==> config.mk <==
export PLATFORM = sky130hd
export DESIGN_NAME = de_pipe_reg
export DESIGN_NICKNAME = d
export VERILOG_FILES = /design/src/rtl/de_pipe_reg.sv
export SDC_FILE = /design/constraint.sdc
export NUM_CORES = 1
export LEC_CHECK = 0
export ABC_CLOCK_PERIOD_IN_PS = 6700
export CELL_PAD_IN_SITES_DETAIL_PLACEMENT = 0
export CELL_PAD_IN_SITES_GLOBAL_PLACEMENT = 1
export CORE_ASPECT_RATIO = 0.6
export CORE_UTILIZATION = 28
export CTS_CLUSTER_SIZE = 8
export DETAILED_ROUTE_END_ITERATION = 16
export PLACE_DENSITY_LB_ADDON = 0.1
export SLEW_MARGIN = 15
export SYNTH_ARGS = -nofsm -noshare
export SYNTH_HDL_FRONTEND = slang
export SYNTH_SLANG_ARGS = --single-unit
==> constraint.sdc <==
create_clock -name clk -period 6.7 [get_ports clk]
set_clock_uncertainty 0.15 [all_clocks]
set_input_delay 2.01 -clock clk [delete_from_list [all_inputs] [get_ports clk]]
set_output_delay 2.01 -clock clk [all_outputs]
set_load 0.02 [all_outputs]
==> src/rtl/de_pipe_reg.sv <==
// Decode-to-Execute pipeline register: captures Decode-stage values, holds on stall,
// or loads a nop bubble on clr. The address and shamt fields are wired straight from E_instr.
module de_pipe_reg #(
    parameter logic [31:0] RESET_PC = 32'h0000_3000
) (
    input  logic        clk,
    input  logic        reset,
    input  logic        en,
    input  logic        clr,
    input  logic [31:0] D_instr,
    input  logic [31:0] D_pc,
    input  logic [31:0] D_rsData,
    input  logic [31:0] D_rtData,
    input  logic [31:0] D_imm,
    input  logic        D_valid,
    output logic [31:0] E_instr,
    output logic [31:0] E_pc,
    output logic [31:0] E_rsData,
    output logic [31:0] E_rtData,
    output logic [31:0] E_imm,
    output logic [4:0]  E_rsAddr,
    output logic [4:0]  E_rtAddr,
    output logic [4:0]  E_rdAddr,
    output logic [4:0]  E_shamt,
    output logic        E_valid,
    output logic [15:0] E_bubbleCnt
);

    localparam logic [15:0] CNT_MAX = 16'hFFFF;

    // A bubble keeps D_pc so the stalled instruction stays traceable in Execute.
    always_ff @(posedge clk or posedge reset) begin
        if (reset) begin
            E_instr     <= 32'd0;
            E_pc        <= RESET_PC;
            E_rsData    <= 32'd0;
            E_rtData    <= 32'd0;
            E_imm       <= 32'd0;
            E_valid     <= 1'b0;
            E_bubbleCnt <= 16'd0;
        end else if (clr) begin
            E_instr  <= 32'd0;
            E_pc     <= D_pc;
            E_rsData <= 32'd0;
            E_rtData <= 32'd0;
            E_imm    <= 32'd0;
            E_valid  <= 1'b0;
            if (E_bubbleCnt != CNT_MAX) begin
                E_bubbleCnt <= E_bubbleCnt + 16'd1;
            end
        end else if (en) begin
            E_instr  <= D_instr;
            E_pc     <= D_pc;
            E_rsData <= D_rsData;
            E_rtData <= D_rtData;
            E_imm    <= D_imm;
            E_valid  <= D_valid;
        end
    end

    assign E_rsAddr = E_instr[25:21];
    assign E_rtAddr = E_instr[20:16];
    assign E_rdAddr = E_instr[15:11];
    assign E_shamt  = E_instr[10:6];

endmodule

; ---- Yosys cells after proc, flatten, opt, wreduce, memory -nomap -nowiden
; Index checks and enable logic that the tools add are counted.
[classes]
mux = 12
reduce_logical = 2
n_eq_ne = 1
n_addsub = 1
[op_table]
columns = cell, count
row1 = $mux 32, 10
row2 = $add 16x1->16 const B, 1
row3 = $ne 16x16->1 const B, 1
row4 = $mux 1, 2
row5 = $reduce_and 2->1, 1
row6 = $reduce_bool 2->1, 1
[totals]
word_cells = 23
output_inout_bits = 197
reg_bits = 177
inputBits = 165

; ---- Logic depth before layout (Yosys ltp)
[depth]
depth_word = 2
mapped_depth = 5
depth_no_buf = 5

; ---- Worst setup path after synthesis
; OpenSTA, ideal clock, no wires.
[synth_path]
path_kind = input to register
start = in clr
end = reg E_pc[0]
path_buffers = 2
setup_slack_ns = 3.469
setup_ns = 0.125
t_required_ns = 6.425
t_arrival_ns = 2.956
stages = 4
cell_sequence = buf_4 nor2_1 buf_2 mux2_2
[synth_between]
elab_chain_len = 1
word_cells_on_any_way = 2
cone_classes = mux: 1 / reduce/logical: 1
[synth_lines]
columns = item, line_no
row1 = "start, declared", 9  ; input logic clr,
row2 = $mux 32 or $reduce_bool 2->1 (tied branches), --
row3 = "end signal, assigned", 43  ; E_pc <= D_pc;
row4 = "end signal, assigned", 53  ; E_pc <= D_pc;
row5 = "end, declared", 17  ; output logic [31:0] E_pc,
; Several ways; a longest one is shown, not always the timed one.
; A chain may end at the register's enable or synchronous reset.

; ---- Worst setup path in the final report
[layout_path]
start = in clr
end = reg E_pc[14]
; The elaborated chain is that of the path after synthesis.

==> results.tsv <==
stage	metric	value	unit
clocking	post-CTS sizing	0	
timing	Final setup viols	0	
timing	total negative slack	0	ps
power_and_ir_drop	Clk pwr share	36.3	%
timing	max_slew headroom	39.1	%
grt	antenna violations before repair	2	
power_and_ir_drop	Pwr Density	243	mW/mm^2
synthesis	Mapped Area	0.00730	mm^2
timing	RSZ-0062 raised after global routing	no	
power_and_ir_drop	Logic pwr share	21.1	%
synthesis	syn_nets	749	
floorplan	die area	0.0268	mm^2
floorplan	Die W	211	um
clocking	CTS tree	built	
min_path	HP Start	E_pc[4]$_DFFE_PP0P_	
clocking	Post-CTS Setup Repair Bufs	0	
power_and_ir_drop	Int Power	0.00208	W
synthesis	sequential share of the synthesized area	60.7	%
critical_path	RR Startpoint	E_bubbleCnt[0]$_DFFE_PP0P_	
final_layout	nets@finish	1081	
clocking	H-tree Lvls	4	
power_and_ir_drop	total power	0.00286	W
grt	first-pass GRT wire length	33000	um
floorplan	io pins	362	
route	Routed WL	21600	um
grt	busiest metal layer after global routing	met2	
grt	Remaining Overflow, GRT	0	
timing	Slew Limit Fails	0	
grt	grt met2 use	24.9	%
synthesis	Mapped Cells	583	
critical_path	RR Endpoint	E_bubbleCnt[1]$_DFFE_PP0P_	
clocking	clk_lat worst skew	440	ps
route	TritonRoute pass-1 iters	4	
clocking	clk root buf	clkbuf_16	
synthesis	xor/xnor share of the synthesized area	1.08	%
route	drt via density	4.28	
synthesis	Yosys top cell area share	60.0	%
timing	slew at the pin with the worst max-slew slack	912	ps
timing	Final Hold Viols	0	
timing	Achievable Freq	258	MHz
grt	GR Layer Usage met1	20.1	%
critical_path	Crit path required time	6870	ps
synthesis	Syn Area/Cell	12.5	um^2
placed_design	DP HPWL	15700	um
critical_path	Max FO, Critical Path	68	
critical_path	CP Launch Type	input port	
flow_run	Max Cap Viol	0	
critical_path	crit path DAT	4050	ps
timing	Final period util	57.9	%
route	drt drc	0	
synthesis	post-synth cell types	32	
synthesis	area leader, netlist	dfrtp_1	
route	antenna viol nets, final	0	
grt	GRT Overall Usage	16.3	%
synthesis	largest family of logic cells by synthesized area	multiplexers	
power_and_ir_drop	P_sw	0.000777	W
floorplan	Die Span Y	127	um
power_and_ir_drop	Reg power frac	42.7	%
critical_path	reg2reg path depth	5	
critical_path	Worst R2R Setup Slack	4680	ps
route	number of vias in the routed layout	5482	
critical_path	critical path class	in2reg	
grt	vias in the first global route	5855	
grt	met3 Resource Use GR	8.01	%
floorplan	Starting Density	28.7	%
critical_path	crit path from	clr	
clocking	Clock transition at path regs	60	ps
synthesis	Synth warnings	0	
final_layout	fin cells	1280	
clocking	Clock Path Buffers	2	
critical_path	CP Capture Type	flip-flop	
final_layout	commonest non-fill, non-tap cell in the layout	clkdlybuf4s50_1	
floorplan	CORE AREA	0.0254	mm^2
synthesis	Synth area leaders	dfrtp_1, mux2i_1, nor2_1	
route	Avg WL per Cell	16.9	um
power_and_ir_drop	Max VDD drop	0.000133	V
final_layout	most frequent cells in the layout	clkdlybuf4s50_1, dfrtp_1, nor2_1	
synthesis	Simple-Gate Fraction of Synth Area	10.1	%
clocking	Clock Sink Count	177	
synthesis	complex-gate fraction of the synthesized area	0.874	%
floorplan	Row Count	45	
min_path	Hold WC Path Type	reg2reg	
power_and_ir_drop	switching share of power	27.2	%
placed_design	Port Buffer Count	361	
clocking	cts hold-fix bufs	0	
route	DRT iter0 DRCs	258	
clocking	total CTS buffers	17	
synthesis	number of synthesized register bits	177	
final_layout	Syn-to-layout area delta	60.7	%
critical_path	CP endpoint	E_pc[14]$_DFFE_PP0P_	
power_and_ir_drop	Leakage	5.30	nW
placed_design	GPL Wtd Cong	0.797	
synthesis	post-synthesis adder-cell area fraction	0.171	%
grt	largest net degree at the start of global routing	103	
final_layout	share of cells above drive strength 1	8.52	%
min_path	hold path depth	1	
placed_design	dpl cells	1248	
status	outcome	finished clean	
synthesis	mux contribution to synthesized area	22.9	%
timing	Tmin final	3880	ps
-- stage by stage --
step,setup slack (ps),utilization [%],instance area (um^2),hold WS (ps)
finish,2820,46.1,11700,354
global route,2660,46.1,11700,378
CTS,2810,46.1,11700,360
detailed placement,2360,43.7,11100,344
global placement,2410,43.7,11100,341
floorplan,2280,-,7310,466
-- power by group through the flow --
stage / logic, W / registers (W) / clock network, W
finish: 0.000602 / 0.00122 / 0.00104
global route: 0.000646 / 0.00123 / 0.00111
CTS: 0.000611 / 0.00122 / 0.00108
detailed placement: 0.000609 / 0.00124 / 0
global placement: 0.000603 / 0.00123 / 0
floorplan: 0.000192 / 0.00133 / 0
-- cells by family (layout without fill, tap and decap cells) --
logic type | count (synthesis) | count (layout)
other | 0 | 1
adder cells (fa/ha/maj) | 1 | 1
XOR/XNOR | 9 | 9
AND/OR/NAND/NOR | 171 | 171
AO/OA/AOI/OAI | 7 | 7
flip-flops | 177 | 177
multiplexers | 163 | 163
buffers and inverters | 55 | 399
-- cell type report --
type	count	area (um^2)
Antenna cell	1	2.50
Clock buffer	23	478
Clock inverter	8	126
Fill cell	2414	13700
Inverter	2	11.3
Multi-Input combinational cell	351	2570
Sequential cell	177	4430
Tap cell	352	440
Timing Repair Buffer	366	3670
-- worst max-delay path, stage by stage --
cell,delay [ps]
buf_4,550
buf_4,720
nor2_2,80
buf_4,290
mux2_2,320
-- how the worst min path moves through the flow --
stage / to / slack [ps]
finish: E_pc[4]$_DFFE_PP0P_ / 350
global route: E_pc[27]$_DFFE_PP0P_ / 380
CTS: E_pc[29]$_DFFE_PP0P_ / 360
detailed placement: E_pc[29]$_DFFE_PP0P_ / 340
global placement: E_pc[29]$_DFFE_PP0P_ / 340
floorplan: E_bubbleCnt[0]$_DFFE_PP0P_ / 470
-- metal layers --
layer	vias to the layer above	share of wire, %	wire length [um]
met2	179	46	9860
met3	20	9.2	1980
met1	2678	44	9450
met5	-	0	0
met4	0	1.5	331
li1	2605	-	-
-- flip-flops by register name, indices dropped and copies added (netlist names) --
| name | flops |
|---|---|
| E_rsData | 32 |
| E_bubbleCnt | 16 |
| E_rtData | 32 |
| E_pc | 32 |
| E_imm | 32 |
| E_valid | 1 |
| E_instr | 32 |
-- cells in the mapped netlist (all sizes together) --
| cell type | instances |
|---|---|
| dfrtp | 175 |
| nor2 | 140 |
| mux2i | 130 |
| buf | 37 |
| mux2 | 33 |
| clkbuf | 16 |
| nand2 | 8 |
| xor2 | 7 |
| nand3 | 5 |
| nand4 | 4 |
| nor3 | 4 |
| a21oi | 3 |
| nor4 | 3 |
| dfstp | 2 |
| inv | 2 |
| nand2b | 2 |
| o21a | 2 |
| xnor2 | 2 |
| a31oi | 1 |
| and3 | 1 |
| and4 | 1 |
| and4bb | 1 |
| ha | 1 |
| o41ai | 1 |
| or2 | 1 |
| or3 | 1 |
Power figures use the tool's default switching activity.
